`config.mk`:
```
export PLATFORM = sky130hd
export DESIGN_NAME = dff_edge_logger
export DESIGN_NICKNAME = d
export VERILOG_FILES = /design/src/rtl/dff_edge_logger.sv
export SDC_FILE = /design/constraint.sdc
export NUM_CORES = 1
export LEC_CHECK = 0
export CORE_ASPECT_RATIO = 0.7
export CORE_UTILIZATION = 35
export DETAILED_ROUTE_END_ITERATION = 8
export GPL_ROUTABILITY_DRIVEN = 0
export PLACE_DENSITY = 0.55
export SLEW_MARGIN = 20
export SYNTH_ARGS = -nofsm -noshare
export SYNTH_HDL_FRONTEND = slang
export SYNTH_SLANG_ARGS = --single-unit
```
`constraint.sdc`:
```
create_clock -name clk -period 2.7 [get_ports clk]
set_input_delay 0.27 -clock clk [delete_from_list [all_inputs] [get_ports clk]]
set_output_delay 0.27 -clock clk [all_outputs]
set_load 0.01 [all_outputs]
```
`src/rtl/dff_edge_logger.sv`:
```
// dff_edge_logger: watches a single-bit dff output q, stamps every transition
// with a free-running cycle counter and queues {level, ts} events in a
// show-ahead FIFO that a consumer drains over a valid/ready port.
module dff_edge_logger #(
    parameter int TS_W   = 16,
    parameter int DEPTH  = 8,
    parameter int DROP_W = 8
) (
    input  logic                     clk,
    input  logic                     rst_n,
    input  logic                     en,
    input  logic                     clr,
    input  logic                     q,
    output logic                     ev_valid,
    input  logic                     ev_ready,
    output logic                     ev_level,
    output logic [TS_W-1:0]          ev_ts,
    output logic [$clog2(DEPTH):0]   ev_count,
    output logic                     overflow,
    output logic [DROP_W-1:0]        drop_cnt
);

    localparam int AW = $clog2(DEPTH);
    localparam logic [AW:0] FULL_CNT = (AW+1)'(DEPTH);

    logic [TS_W-1:0]  ts;
    logic             q_prev;
    logic [DEPTH-1:0] lvl_mem;
    logic [TS_W-1:0]  ts_mem [DEPTH];
    logic [AW-1:0]    wr_ptr;
    logic [AW-1:0]    rd_ptr;
    logic [AW:0]      count;

    logic edge_det;
    logic full;
    logic push;
    logic pop;
    logic wr;
    logic drop;

    // Control decode; clr masks both push and pop so it wins outright.
    // A full FIFO still accepts a push when the head leaves in the same cycle.
    assign edge_det = q ^ q_prev;
    assign full     = (count == FULL_CNT);
    assign push     = edge_det & en & ~clr;
    assign pop      = ev_valid & ev_ready & ~clr;
    assign wr       = push & (~full | pop);
    assign drop     = push & full & ~pop;

    // Outputs come straight from registers: no path from q or ev_ready.
    assign ev_valid = (count != '0);
    assign ev_count = count;
    assign ev_level = lvl_mem[rd_ptr];
    assign ev_ts    = ts_mem[rd_ptr];

    // Free-running timestamp and previous-q tracker; clr restarts ts at 0.
    always_ff @(posedge clk or negedge rst_n) begin
        if (!rst_n) begin
            ts     <= '0;
            q_prev <= 1'b0;
        end else begin
            q_prev <= q;
            if (clr) ts <= '0;
            else     ts <= ts + 1'b1;
        end
    end

    // Event storage; cleared on reset so the head reads 0 while empty.
    always_ff @(posedge clk or negedge rst_n) begin
        if (!rst_n) begin
            lvl_mem <= '0;
            for (int i = 0; i < DEPTH; i++) ts_mem[i] <= '0;
        end else if (wr) begin
            lvl_mem[wr_ptr] <= q;
            ts_mem[wr_ptr]  <= ts;
        end
    end

    // Pointers and occupancy; DEPTH is a power of two so pointers wrap freely.
    always_ff @(posedge clk or negedge rst_n) begin
        if (!rst_n) begin
            wr_ptr <= '0;
            rd_ptr <= '0;
            count  <= '0;
        end else if (clr) begin
            wr_ptr <= '0;
            rd_ptr <= '0;
            count  <= '0;
        end else begin
            if (wr)  wr_ptr <= wr_ptr + 1'b1;
            if (pop) rd_ptr <= rd_ptr + 1'b1;
            case ({wr, pop})
                2'b10:   count <= count + 1'b1;
                2'b01:   count <= count - 1'b1;
                default: count <= count;
            endcase
        end
    end

    // Lost-edge bookkeeping: sticky flag plus saturating counter.
    always_ff @(posedge clk or negedge rst_n) begin
        if (!rst_n) begin
            overflow <= 1'b0;
            drop_cnt <= '0;
        end else if (clr) begin
            overflow <= 1'b0;
            drop_cnt <= '0;
        end else if (drop) begin
            overflow <= 1'b1;
            if (drop_cnt != '1) drop_cnt <= drop_cnt + 1'b1;
        end
    end

endmodule

```
# == Word level (Yosys, flattened, before mapping) ==
# Cells that the tools add are included.
# op_classes
n_addsub,6
n_lt_le_gt_ge,6
n_eq_ne,4
mux,23
bitwise,14
n_reduce_logical,9
# op_table
op,count
128-bit bitwise mux,1
16-bit two-way mux,4
16-bit binary-select mux with 3-bit select,1
16-bit demux with 3-bit select,1
8-bit two-way mux,3
"16-bit by 1-bit adder with 16-bit output, second input constant",1
3-bit two-way mux,4
"8-bit by 1-bit adder with 8-bit output, second input constant",1
8-bit bitwise mux,1
"4-bit >= comparator, second input constant",2
"3-bit by 4-bit less-than comparator with 1-bit output, second input constant",2
"8-bit inequality test, second input constant",1
3-bit inverter with 4-bit output,2
4-bit case mux with 2 select lines,1
2-bit nonzero test,4
1-bit AND,7
"3-bit by 1-bit adder with 3-bit output, second input constant",2
"4-bit by 1-bit adder with 4-bit output, second input constant",1
"4-bit equality test, second input constant",1
"4-bit by 1-bit less-than comparator with 1-bit output, second input constant",1
1-bit two-way mux,4
4-bit two-way mux,1
4-bit nonzero test,1
"4-bit by 1-bit subtractor with 4-bit output, second input constant",1
11 further kinds,14
# totals
ff_bits,172
out_inout_bits,31
word_cells,78

# == Depth between registers and ports, before layout ==
# Gate-level depths: netlist (run 1).
# logic_depth
ltp_word,8
ltp_mapped,9
mapped_depth_nobuf,8

# == Worst setup path after synthesis (run 1) ==
# No wires, ideal clock.
# synth_timing
path_type,register to register
start,register count[1] (netlist: ev_count[1])
end,register count[3] (netlist: ev_count[3])
arrival_ns,2.408
required_ns,2.622
path_slack_ns,0.214
stages_incl_launch_ff,10
n_path_buf,1
period_less_slack_ns,2.486
path_cell_list,dfrtp_1 buf_2 o41ai_1 a211oi_1 ha_1 o21ai_0 nand2b_1 mux2_2 a31o_2 a21oi_1
# synth_between
elab_chain_cells,8
# synth_lines
element,line_no,rtl
start: declaration,32,logic [AW:0] count;
start signal: assignment,93,2'b10: count <= count + 1'b1;
start signal: assignment,94,2'b01: count <= count - 1'b1;
start signal: assignment,95,default: count <= count;
4-bit nonzero test,51,assign ev_valid = (count != '0);
1-bit AND (2 in series),46,assign pop = ev_valid & ev_ready & ~clr;
1-bit OR,47,assign wr = push & (~full | pop);
1-bit AND,47,
2-bit by 1-bit equality test with 1-bit output or 2-bit equality test (tied branches),92,"case ({wr, pop})"
4-bit case mux with 2 select lines,92,
4-bit two-way mux,85,end else if (clr) begin
# Parallel ways exist; a longest one is shown, timed or not.
# A chain may end at the register's enable or synchronous reset.

# == Worst setup path after layout (run 1) ==
# layout_timing
start,register rd_ptr[0]
end,output port ev_ts[1]
# layout_between
elab_chain_cells,4
# layout_lines
element,line_no,rtl
start: declaration,31,logic [AW-1:0] rd_ptr;
start signal: assignment,91,if (pop) rd_ptr <= rd_ptr + 1'b1;
3-bit inverter with 4-bit output (implied by the code),54,assign ev_ts = ts_mem[rd_ptr];
16-bit binary-select mux with 3-bit select,54,
16-bit two-way mux (implied by the code) (2 in series),54,
end: declaration,17,"output logic [TS_W-1:0] ev_ts,"
# Every way passes these cells. The select of a mux whose other input is x is not followed.

==> results.md, run 1 <==
Timing:
- The total count of hold-check failures in the final report is 0.
- The number of failing setup endpoints in the final timing report is 0.
- At the pin with the least slew margin, the transition time is 0.698 ns.
- The maximum clock frequency is 383 MHz.
- The minimum period implied by the final worst setup slack is 2.61 ns.
- For the final routed database, the setup TNS stands at 0 ns.
- The final critical path takes up 96.8% of the cycle.
- The max-slew violation count is 0.
- The worst-case clock skew is 0.0119 ns.
- The worst-case hold slack is 0.338 ns.
- Setup repair after global routing left no endpoint under its margin.
- Headroom to the max-slew limit came out at 53.2%.

Synth:
- The count of yosys warnings during synthesis is 0.
- Of the total synthesized cell area, the portion taken by AND, OR, NAND and NOR gates is 6.22%.
- Sequential elements use 53.5% of the synthesized area.
- In this run, synthesis produced a sequential element count of 172.
- Summing the areas of all fa, ha and maj instances in the mapped netlist gives 0.933% of the synthesized area.
- The synthesized netlist devotes 1.84% of its cell area to compound gates.
- Counting flops with an async set or reset pin after synthesis yields a share of 100%.
- The synthesized netlist devotes 3.03% of its cell area to XOR and XNOR gates.
- The number of different library cells used by synthesis comes to 44.
- Counting every net in the synthesized netlist gives 570.
- The flip-flop cell with the highest count after synthesis is dfrtp_1.
- Synthesis handed over a netlist of 558 instances.
- In the synthesized netlist, mux cells make up 31.9% of the area.
- In this run, synthesis inferred 0 flip-flops with an integrated enable.
- After synthesis the cells add up to 8050 um2.
- After synthesis, the largest family of logic cells by area is multiplexers.
- The average instance area after synthesis is 14.4 um2.

Die:
- The die is 183 um wide.
- The area of the die is 23600 um2.
- The placeable core area is 22600 um2.
- The y dimension of the die is 129 um.
- For this design the top-level I/O count stands at 37.
- The total number of placement rows is 46.
- The initial utilization of the core area, before any placement, comes to 35.6%.

Critical path:
- The timing startpoint of the critical path is rd_ptr[0]$_DFFE_PN0P_.
- For the worst setup path, the data required time is 2.43 ns.
- The endpoint of the lowest-slack register-to-register path is ev_count[3]$_DFFE_PN0P_.
- The startpoint identified for the worst register-to-register timing path is ev_count[0]$_DFFE_PN0P_.
- The largest driver fanout on the critical path is 20.
- The classification of the worst setup path is register to primary output.
- The endpoint arrival time on the critical path is 2.34 ns.
- Counting cells, the worst reg-to-reg path comes to 8.
- Across all register-to-register paths, the minimum setup slack is 0.26 ns.
- The slowest stage of the critical path belongs to the cell mux4_2.
- The startpoint type of the worst setup path is a register.
- The critical path capture point type is a primary output.
- The signal on the critical path passes through buf_12 -> mux4_2 -> mux2_2 -> clkdlybuf4s50_1.
- Following the worst setup path forward leads to its endpoint at ev_ts[1].
- The peak per-stage delay on the critical path is 0.52 ns.

Clock tree:
- The number of H-tree levels is 4.
- The number of setup buffers added after CTS is 0.
- The number of buffers added by the clock tree synthesis step is 17.
- At the later pin of the worst-skew pair, clock insertion delay measures 0.42 ns.
- Clock tree synthesis selected as its root buffer the cell clkbuf_16.
- The clock passes through at most 2 buffers.
- CTS saw 172 sinks.
- After clock tree synthesis, the clock-pin slew on the worst setup and hold paths is 0.07 ns.
- The CTS tree is done.

Drt:
- After detailed routing, the average wire length per cell comes to 18.6 um.
- For this block, the routed nets add up to 17.4 mm of wire.
- The residual antenna-violating net count after detailed routing is 0.
- The via-per-instance ratio is 5.04.
- After detailed routing, the number of remaining DRC violations is 0.
- The routed layout has 4694 vias.
- For this block, the initial DRC count from the detailed router was 254.
- The first detailed-routing pass ran for 4 iterations.

GRT:
- The maximum number of pins on one net before global-route repair is 48.
- The overall track demand over capacity in global routing is 16.2%.
- The via count of the first global-routing pass was 5096.
- The initial antenna violation count is 0.
- The global-route wire length before repair is 28.6 mm.
- The total congestion overflow after global routing is 0.

Cells and area:
- The number of fillers in the final layout is 2034.
- In the final layout, flip-flops and latches occupy 4310 um2.
- The multi-input logic area is 3530 um2.
- The post-route netlist has 43.1% of its cells at a drive strength greater than 1.
- In the layout the commonest cells are dfrtp_1, mux2_2, mux4_2.
- The final-stage net count is 619.
- From synthesis to final layout, the design area changed by 19.4%.
- The most frequent standard cell in the layout excluding fill and tap cells is dfrtp_1.
- 0 antenna diodes ended up in the layout.

Power:
- VDD sags by at most 0.447 mV.
- The design draws 0.00635 W.
- Dividing total power by cell area gives a power density of 661 nW/um2.
- The analysis attributes to cell leakage a power of 4.62 nW.

Status:
- The flow ran to the end, and the final reports show no timing, DRC or antenna violations.

Place:
- The post-DP HPWL is 11.4 mm.
- During placement, the flow inserted port buffers numbering 36.

Hold path:
- In this run the worst hold path is classified as input port to async pin.

Flow run:
- Max-cap violations in this run came to 0.
[layer usage]
metal | vias to the layer above | routed length, um | GRT usage, %
met3 | 14 | 427 | 3.42
met5 | - | 0 | 0
li1 | 2130 | - | -
met4 | 0 | 210 | 4.71
met1 | 2497 | 8730 | 22.6
met2 | 53 | 8010 | 25.5
[registers in the layout, summed over array words and instances, names as in the netlist]
name      flops
drop_cnt      8
ts_mem      128
lvl_mem       8
q_prev        1
wr_ptr        3
ev_count      4
ts           16
rd_ptr        3
overflow      1
[worst min path at each step]
| stage | from | cells after the start | slack (ns) | to |
|---|---|---|---|---|
| 6_report | rst_n | 2 | 0.34 | ts_mem[112]$_DFFE_PN0P_ |
| 5_1_grt | rst_n | 2 | 0.36 | ts_mem[64]$_DFFE_PN0P_ |
| 4_1_cts | rst_n | 2 | 0.34 | ts_mem[112]$_DFFE_PN0P_ |
| 3_5_place_dp | rst_n | 1 | 0.22 | ts_mem[112]$_DFFE_PN0P_ |
| 3_3_place_gp | rst_n | 1 | 0.21 | ts_mem[112]$_DFFE_PN0P_ |
| 2_1_floorplan | rst_n | 0 | -0.03 | drop_cnt[0]$_DFFE_PN0P_ |
[per-stage QoR]
step | worst slack, ns | cell area (um2) | std cells | utilization [%]
6_report | 0.0863 | 9600 | 932 | 42.5
5_1_grt | 0.00360 | 9600 | 932 | 42.5
4_1_cts | 0.00973 | 9580 | 932 | 42.4
3_5_place_dp | 0.152 | 8950 | 899 | 39.6
3_3_place_gp | 0.202 | 8950 | 899 | 39.6
2_1_floorplan | 0.214 | 8050 | 558 | -
[Yosys cell counts, types with 6 or more instances]
| cell type | count | area, um2 |
|---|---|---|
| and3_1 | 6 | 37.5 |
| dfrtp_1 | 172 | 4300 |
| mux2_2 | 143 | 1610 |
| mux2_4 | 10 | 150 |
| ha_1 | 6 | 75.1 |
| nand4_1 | 11 | 68.8 |
| mux4_2 | 34 | 766 |
| nand3_1 | 8 | 40.0 |
| buf_2 | 6 | 30.0 |
| nand2_1 | 15 | 56.3 |
| clkbuf_1 | 27 | 101 |
| nor2_1 | 28 | 105 |
| xor2_1 | 21 | 184 |
[logic make-up after synthesis]
family / Yosys count
multiplexers: 191
flip-flops: 172
AND/OR/NAND/NOR: 95
buffers and inverters: 47
XOR/XNOR: 27
AO/OA/AOI/OAI: 20
adder cells (fa/ha/maj): 6
[worst max-delay path, delay by kind of cell, from the launching register on]
kind     cells  cell delay, ns
mux          2            0.80
buf+inv      2            0.70
flops        1            0.41
[repair_timing]
| item | CTS | global route |
|---|---|---|
| hold buffers | 1 | 0 |
| hold endpoints to repair | 37 | 0 |
| resized for setup | 0 | 9 |
| setup endpoints to repair | 0 | 9 |
[power by group]
group | leakage (nW) | switching (W) | internal, W | total [W]
clock | 0.295 | 0.00106 | 0.00150 | 0.00256
sequential | 2.38 | 0.0000906 | 0.00266 | 0.00275
combinational | 1.94 | 0.000519 | 0.000519 | 0.00104
total | 4.62 | 0.00167 | 0.00468 | 0.00635
[layout make-up]
type,instances,area share (%)
flip-flops and latches,172,44.8
multi-input cells,339,36.8
clock inverters,14,1.86
well taps,312,4.07
inverters,4,0.156
clock buffers,18,4.57
repair buffers,73,7.70
No activity file was read; power rests on OpenSTA's default activity.
==> inputs of run 2 (changes only) <==
--- a/config.mk
+++ b/config.mk
@@ -5,12 +5,14 @@
 export SDC_FILE = /design/constraint.sdc
 export NUM_CORES = 1
 export LEC_CHECK = 0
+export CELL_PAD_IN_SITES_DETAIL_PLACEMENT = 0
+export CELL_PAD_IN_SITES_GLOBAL_PLACEMENT = 2
 export CORE_ASPECT_RATIO = 0.7
+export CORE_MARGIN = 1
 export CORE_UTILIZATION = 35
 export DETAILED_ROUTE_END_ITERATION = 8
 export GPL_ROUTABILITY_DRIVEN = 0
-export PLACE_DENSITY = 0.55
-export SLEW_MARGIN = 20
+export PLACE_DENSITY = 0.7
 export SYNTH_ARGS = -nofsm -noshare
 export SYNTH_HDL_FRONTEND = slang
 export SYNTH_SLANG_ARGS = --single-unit
==> run 2 against run 1 <==
Worst hold slack improved by 0.10 ns. Cell area increased by 1.2%. Register-to-register slack worse by 0.03 ns. Critical path depth up 1. Worst setup slack improved by 0.0032 ns. Count of clock-buffer cells in the layout up 3. Sequential power about the same. Clock skew shrank 0.00093 ns. Sequential share of layout area decreased by 0.55 points. Non-clock buffer count grew 5. Clock power increased by 5%. Critical path type unchanged. Critical endpoint is now ev_ts[11]. Largest cell class unchanged. Highest routed layer unchanged.
==> results.md, run 2 (synthesized netlist as in run 1, its figures left out) <==
Flow run:
- The max-cap violation count is 0 (unchanged).

Cells and area:
- The synthesis-to-finish area growth is 20.8%.
- The flip-flop count of the largest register, all copies and words added is 128 (unchanged).
- Leaving out fill and tap cells, the most frequent cell in the layout is dfrtp_1.
- In the layout the commonest cells are dfrtp_1, mux2_2, mux4_2.
- The ratio of cells with drive above 1 in the final layout is 43.3% (+0.20 points).
- The number of fillers in the final layout came to 2044 (+0.49%).
- The diode insertion count for antenna repair is 0 (unchanged).
- The largest register by flop count is ts_mem.
- The largest registers in the layout are ts_mem (128), ts (16).
- The final-stage net count is 624 (+0.81%).

Timing:
- The total count of hold-check failures in the final report is 0 (unchanged).
- The worst slew margin relative to its limit is 47.9% (-5.3 points).
- The actual transition at the worst max-transition pin is 0.777 ns (+0.0788 ns).
- The worst setup slack after layout is 0.0895 ns (+0.00316 ns).
- The final critical-path share of the clock period was 96.7% (-0.12 points).
- The max-slew violation count came to 0 (unchanged).
- The minimum period implied by the final worst setup slack is 2.61 ns (-0.00316 ns).
- The setup total negative slack is 0 ns (unchanged).
- The worst-case clock skew is 0.0110 ns (-0.000928 ns).
- Setup repair after global routing left no endpoint under its margin.
- The number of failing setup endpoints in the final timing report came to 0 (unchanged).
- The maximum clock frequency was 383 MHz (+0.12%).

Clock tree:
- The count of clock tree sinks is 172 (unchanged).
- The number of buffers added by the clock tree synthesis step is 17 (unchanged).
- The largest buffer count on any clock path is 2 (unchanged).
- The clock latency on the worst-skew pair is 0.42 ns (about the same).
- The clock transition at the registers of the reported paths was 0.07 ns (about the same).
- The number of H-tree levels is 4 (unchanged).
- TritonCTS built the clock tree.
- CTS placed an instance of clkbuf_16 at the clock tree root.

Critical path:
- The count of cells along the worst register-to-register path is 8 (unchanged).
- The startpoint of the worst-slack reg-to-reg timing path is ev_count[1]$_DFFE_PN0P_.
- The required time at the endpoint of the critical path was 2.43 ns (about the same).
- The endpoint identified for the worst register-to-register timing path is ts_mem[90]$_DFFE_PN0P_.
- The reg2reg setup slack came to 0.23 ns (-0.03 ns).
- Among all stages on the critical path, the largest delay is contributed by mux4_2.
- The endpoint arrival time on the critical path came to 2.34 ns (about the same).
- The critical path goes through buf_4 -> clkbuf_16 -> mux4_2 -> mux2_2 -> clkdlybuf4s50_1.
- The critical path capture point type is a primary output.
- STA classifies the critical path startpoint as a register.
- The critical path is of the register to primary output type.
- The largest driver fanout on the critical path came to 8 (-60%).
- The peak per-stage delay on the critical path is 0.50 ns (-0.02 ns).

GRT:
- The overall track demand over capacity in global routing was 16.3% (+0.081 points).
- The met1 track demand over resource is 23.4% (+0.75 points).
- The via count of the first global-routing pass is 4973 (-2.4%).
- The global-route wire length before repair is 29.0 mm (+1.3%).
- The maximum number of pins on one net before global-route repair is 74 (+54%).
- The global routing usage on met3 is 3.57% (+0.14 points).
- The met2 capacity usage during global routing came to 25.3% (-0.29 points).
- The initial antenna violation count is 0 (unchanged).
- The total congestion overflow after global routing is 0 (unchanged).
- In this run the most used layer during global routing was met2.

Drt:
- The wire length per cell is 19.1 um (+2.4%).
- The total number of vias was 4728 (+0.72%).
- The number of design-rule violations left by the first detailed-router iteration came to 262 (+3.1%).
- The residual DRC count is 0 (unchanged).
- The total routed wirelength was 17.9 mm (+2.8%).
- The via-per-instance ratio came to 5.05 (+0.29%).
- The residual antenna-violating net count after detailed routing is 0 (unchanged).
- The count of TritonRoute iterations in the first routing pass is 5 (+1).

Die:
- The total number of placement rows is 46 (unchanged).
- The die boundary width was 183 um (unchanged).
- The effective utilization at floorplan is 35.6% (unchanged).
- The y dimension of the die came to 129 um (unchanged).
- The area of the die is 23600 um2 (unchanged).
- The number of top-level design ports is 37 (unchanged).
- The placeable core area is 22600 um2 (unchanged).

Power:
- The power density relative to cell area came to 682 nW/um2 (+3.3%).
- The worst voltage drop across the vdd grid is 0.451 mV (+0.86%).
- The overall power is 0.00664 W (+4.6%).
- The leakage dissipation is 4.77 nW (+3.3%).

Place:
- The post-DP HPWL is 11.4 mm (+0.37%).
- The number of input and output port buffers inserted is 36 (unchanged).
- The worst slack at placement is 0.0379 ns (-0.115 ns).

Status:
- The run finished with clean final reports.

Hold path:
- The class of the worst hold path is input port to async pin.
-- run 2: cell types whose count changed in the layout (fill, tap and decap cells not counted), moves of 2 or more --
cell             before  now
buf_4                30   33
bufinv_16             3    5
clkbuf_1              0    2
clkdlybuf4s50_1      26   20
clkinvlp_4            3    0
dlygate4sd2_1         0    2
dlymetal6s2s_1        9   13
inv_6                 7    2
-- run 2: where the power goes --
part / leakage, nW / internal, W / switching [W]
logic: 2.07 / 0.000631 / 0.000588
clock network: 0.318 / 0.00169 / 0.00100
registers: 2.38 / 0.00266 / 0.0000608
-- run 2: metrics by stage --
step	instances	instance area (um2)	hold WS, ns	utilization [%]
after global routing	936	9720	0.504	43.0
final	936	9720	0.443	43.0
after global placement	896	8930	0.345	39.5
after CTS	931	9630	0.472	42.6
after detailed placement	896	8930	0.352	39.5
after floorplan	558	8050	-0.0256	-
-- run 2: layer usage --
layer  vias up  wire, um
li1       2134         -
met1      2522      8970
met2        62      8320
met3        10       452
met4         0       125
met5         -         0
-- run 2: cell type report --
type	count	area, um2	area share, %
Sequential cell	172	4310	44.3
Multi-Input combinational cell	339	3540	36.4
Timing Repair Buffer	78	822	8.46
Inverter	4	15.0	0.154
Clock inverter	10	186	1.92
Clock buffer	21	460	4.74
Tap cell	312	390	4.02
-- run 2: critical path, delay by kind of cell, from the launching register on --
kind / cells / cell delay, ns
buffers and inverters: 3 / 0.78
flip-flops: 1 / 0.35
multiplexers: 2 / 0.78
-- run 2: worst max-delay path by stage --
stage                       startpoint                       to  slack, ns  cells past startpoint
6_report         rd_ptr[0]$_DFFE_PN0P_                ev_ts[11]       0.09                      5
3_3_place_gp   ev_count[1]$_DFFE_PN0P_  ev_count[3]$_DFFE_PN0P_      -0.01                      8
5_1_grt          rd_ptr[0]$_DFFE_PN0P_                 ev_ts[8]      0.003                      5
3_5_place_dp   ev_count[1]$_DFFE_PN0P_  ev_count[3]$_DFFE_PN0P_       0.04                      8
4_1_cts          rd_ptr[0]$_DFFE_PN0P_                 ev_ts[2]     0.0009                      5
2_1_floorplan  ev_count[1]$_DFFE_PN0P_  ev_count[3]$_DFFE_PN0P_       0.21                      9
-- run 2: what timing repair did --
action                                 4_1_cts  5_1_grt
pin swaps                                    0        0
resized for setup                            3       14
hold buffers                                 1        0
cloned                                       1        1
endpoints found under the hold margin       69        0
setup endpoints to repair                    5       16
buffers inserted                             2        4
==> inputs of run 3 (changes only) <==
--- a/config.mk
+++ b/config.mk
@@ -5,14 +5,16 @@
 export SDC_FILE = /design/constraint.sdc
 export NUM_CORES = 1
 export LEC_CHECK = 0
-export CELL_PAD_IN_SITES_DETAIL_PLACEMENT = 0
+export CELL_PAD_IN_SITES_DETAIL_PLACEMENT = 1
 export CELL_PAD_IN_SITES_GLOBAL_PLACEMENT = 2
 export CORE_ASPECT_RATIO = 0.7
 export CORE_MARGIN = 1
 export CORE_UTILIZATION = 35
 export DETAILED_ROUTE_END_ITERATION = 8
 export GPL_ROUTABILITY_DRIVEN = 0
+export HOLD_SLACK_MARGIN = 0.03
 export PLACE_DENSITY = 0.7
+export SLEW_MARGIN = 20
 export SYNTH_ARGS = -nofsm -noshare
 export SYNTH_HDL_FRONTEND = slang
 export SYNTH_SLANG_ARGS = --single-unit
==> run 3 against run 2 <==
Maximum frequency is 0.55% lower. Non-clock buffer count is 1 lower. Global-route usage up 1.4 points. Sequential share of layout area increased by 0.48 points. Highest routed layer unchanged.
==> results.md, run 3 (synthesized netlist as in run 1, its figures left out) <==
Critical path:
- The startpoint type of the worst setup path is a register.
- The classification of the worst setup path is register to primary output.
- The required time at the endpoint of the critical path is 2.43 ns (about the same).
- The endpoint arrival time on the critical path came to 2.35 ns (about the same).
- The critical path capture point type is a primary output.
- The largest driver fanout on the critical path is 7 (-1).

GRT:
- The maximum number of pins on one net before global-route repair is 74 (unchanged).
- The initial antenna violation count is 0 (unchanged).
- The overall track demand over capacity in global routing is 17.7% (+1.4 points).
- The via count of the first global-routing pass is 5455 (+9.7%).
- The global-route wire length before repair is 31.3 mm (+8.1%).
- The total congestion overflow after global routing was 0 (unchanged).

Timing:
- The number of failing setup endpoints in the final timing report was 0 (unchanged).
- Setup repair after global routing could not meet its margin everywhere.
- The minimum period implied by the final worst setup slack is 2.62 ns (+0.0144 ns).
- The worst slew margin relative to its limit is 48.2% (+0.23 points).
- The max-slew violation count was 0 (unchanged).
- The worst-case clock skew came to 0.0103 ns (-0.000677 ns).
- The total count of hold-check failures in the final report came to 0 (unchanged).
- The actual transition at the worst max-transition pin is 0.773 ns (-0.00345 ns).
- The final critical-path share of the clock period is 97.2% (+0.54 points).
- The maximum clock frequency came to 381 MHz (-0.55%).

Cells and area:
- The final core area utilization is 42.5% (-0.46 points).
- The final-stage net count came to 623 (-0.16%).
- The top cell types in the final layout, fill and taps aside, are dfrtp_1, mux2_2, mux4_2.
- The flip-flop count of the largest register, all copies and words added is 128 (unchanged).
- The synthesis-to-finish area growth is 19.5%.
- The largest register by flop count is ts_mem.
- Leaving out fill and tap cells, the most frequent cell in the layout is dfrtp_1.
- The ratio of cells with drive above 1 in the final layout is 43.3% (unchanged).
- The number of fillers in the final layout is 2258 (+10%).
- The diode insertion count for antenna repair came to 0 (unchanged).
- The largest registers in the layout are ts_mem (128), ts (16).
- The post-route cell area is 9620 um2 (-1.1%).

Drt:
- The total number of vias is 4753 (+0.53%).
- The residual antenna-violating net count after detailed routing is 0 (unchanged).
- The via-per-instance ratio came to 5.08 (+0.53%).
- The residual DRC count is 0 (unchanged).
- The number of design-rule violations left by the first detailed-router iteration came to 229 (-13%).
- The total routed wirelength was 19.0 mm (+6.2%).
- The count of TritonRoute iterations in the first routing pass is 4 (-1).
- The wire length per cell is 20.3 um (+6.2%).

Power:
- The power density relative to cell area is 657 nW/um2 (-3.7%).
- The proportion of power drawn by flip-flops and latches came to 43.4% (+2.4 points).
- The switching power was 0.00168 W (+1.8%).
- The leakage dissipation was 4.66 nW (-2.4%).
- The switching part of the total power is 26.6% (+1.7 points).
- The combinational share of power is 18.8% (+0.4 points).
- The share of power burned in the clock network came to 37.8% (-2.8 points).
- The internal power component is 0.00464 W (-6.9%).
- The worst voltage drop across the vdd grid is 0.456 mV (+1.2%).

Die:
- The y dimension of the die came to 129 um (unchanged).
- The effective utilization at floorplan was 35.6% (unchanged).
- The number of top-level design ports is 37 (unchanged).
- The die boundary width is 183 um (unchanged).
- The total number of placement rows came to 46 (unchanged).
- The area of the die is 23600 um2 (unchanged).
- The placeable core area is 22600 um2 (unchanged).

Clock tree:
- The largest buffer count on any clock path was 2 (unchanged).
- The root buffer cell chosen for the clock tree is clkbuf_16.
- The number of H-tree levels is 4 (unchanged).
- The clock latency on the worst-skew pair is 0.43 ns (about the same).
- The clock transition at the registers of the reported paths is 0.07 ns (about the same).
- The CTS tree is done.
- The number of buffers added by the clock tree synthesis step was 17 (unchanged).
- The count of clock tree sinks came to 172 (unchanged).

Place:
- The instance area at placement is 8930 um2 (unchanged).
- The post-DP HPWL is 12.3 mm (+7.5%).
- The number of input and output port buffers inserted was 36 (unchanged).

Flow run:
- The max-cap violation count came to 0 (unchanged).

Status:
- The run finished with clean final reports.

Hold path:
- The class of the worst hold path is input port to async pin.
[run 3: cell count changes in the layout (fill, tap and decap cells not counted), sizes merged]
cell | previous run | this run
dlygate4sd2 | 2 | 9
clkbuf | 22 | 25
clkdlybuf4s50 | 20 | 19
inv | 6 | 4
bufinv | 5 | 1
clkinv | 3 | 7
buf | 41 | 39
dlymetal6s2s | 13 | 7
clkinvlp | 0 | 1
[run 3: what timing repair did]
| item | CTS | global route |
|---|---|---|
| cloned | 0 | 2 |
| resized for setup | 10 | 7 |
| endpoints found under the hold margin | 69 | 0 |
| endpoints found under the setup margin | 11 | 7 |
| hold buffers | 1 | 0 |
| buffers inserted | 0 | 5 |
[run 3: power by group through the flow]
stage	combinational, W	sequential, W	clock (W)
finish	0.00119	0.00274	0.00239
global route	0.00130	0.00275	0.00256
CTS	0.00110	0.00273	0.00247
detailed placement	0.00110	0.00278	0
global placement	0.00109	0.00277	0
floorplan	0.000643	0.00277	0
[run 3: critical path, stage by stage, from the launching register on]
cell,delay [ns]
dfrtp_2,0.48
buf_12,0.17
mux4_2,0.50
mux2_2,0.29
clkdlybuf4s50_1,0.48
[run 3: worst paths after layout]
| kind | startpoint | to | slack (ns) | cells past startpoint |
|---|---|---|---|---|
| worst max-delay path | rd_ptr[0]$_DFFE_PN0P_ | ev_ts[14] | 0.08 | 4 |
| worst min-delay path | rst_n | ts_mem[32]$_DFFE_PN0P_ | 0.46 | 2 |
| worst max register to register | ev_count[1]$_DFFE_PN0P_ | ev_count[3]$_DFFE_PN0P_ | 0.23 | 8 |
| worst min register to register | ts_mem[48]$_DFFE_PN0P_ | ts_mem[48]$_DFFE_PN0P_ | 0.50 | 1 |
| max in group asynchronous | rst_n | ts_mem[87]$_DFFE_PN0P_ | 1.42 | 3 |
| min in group clk | ts_mem[48]$_DFFE_PN0P_ | ts_mem[48]$_DFFE_PN0P_ | 0.50 | 1 |
[run 3: routing by layer]
metal	track usage, %	wire [um]
met1	24.7	9450
met3	3.45	441
met5	0	0
met2	27.3	8750
met4	6.91	346
[run 3: through the flow]
step | total power [W] | TNS (ns) | setup slack [ns] | hold slack (ns) | std cells
5_1_grt | 0.00661 | -0.00198 | -0.00198 | 0.517 | 936
3_3_place_gp | 0.00386 | -0.0103 | -0.0103 | 0.345 | 896
4_1_cts | 0.00630 | 0 | 0.00181 | 0.462 | 929
2_1_floorplan | 0.00341 | 0 | 0.214 | -0.0256 | 558
6_report | 0.00632 | 0 | 0.0750 | 0.457 | 936
3_5_place_dp | 0.00388 | -0.126 | -0.117 | 0.353 | 896
[run 3: layout make-up]
class,count,area (um2),area share [%]
Inverter,4,15.0,0.156
Sequential cell,172,4310,44.8
Tap cell,312,390,4.06
Timing Repair Buffer,77,788,8.20
Multi-Input combinational cell,339,3540,36.8
Clock inverter,9,87.6,0.911
Clock buffer,23,488,5.07
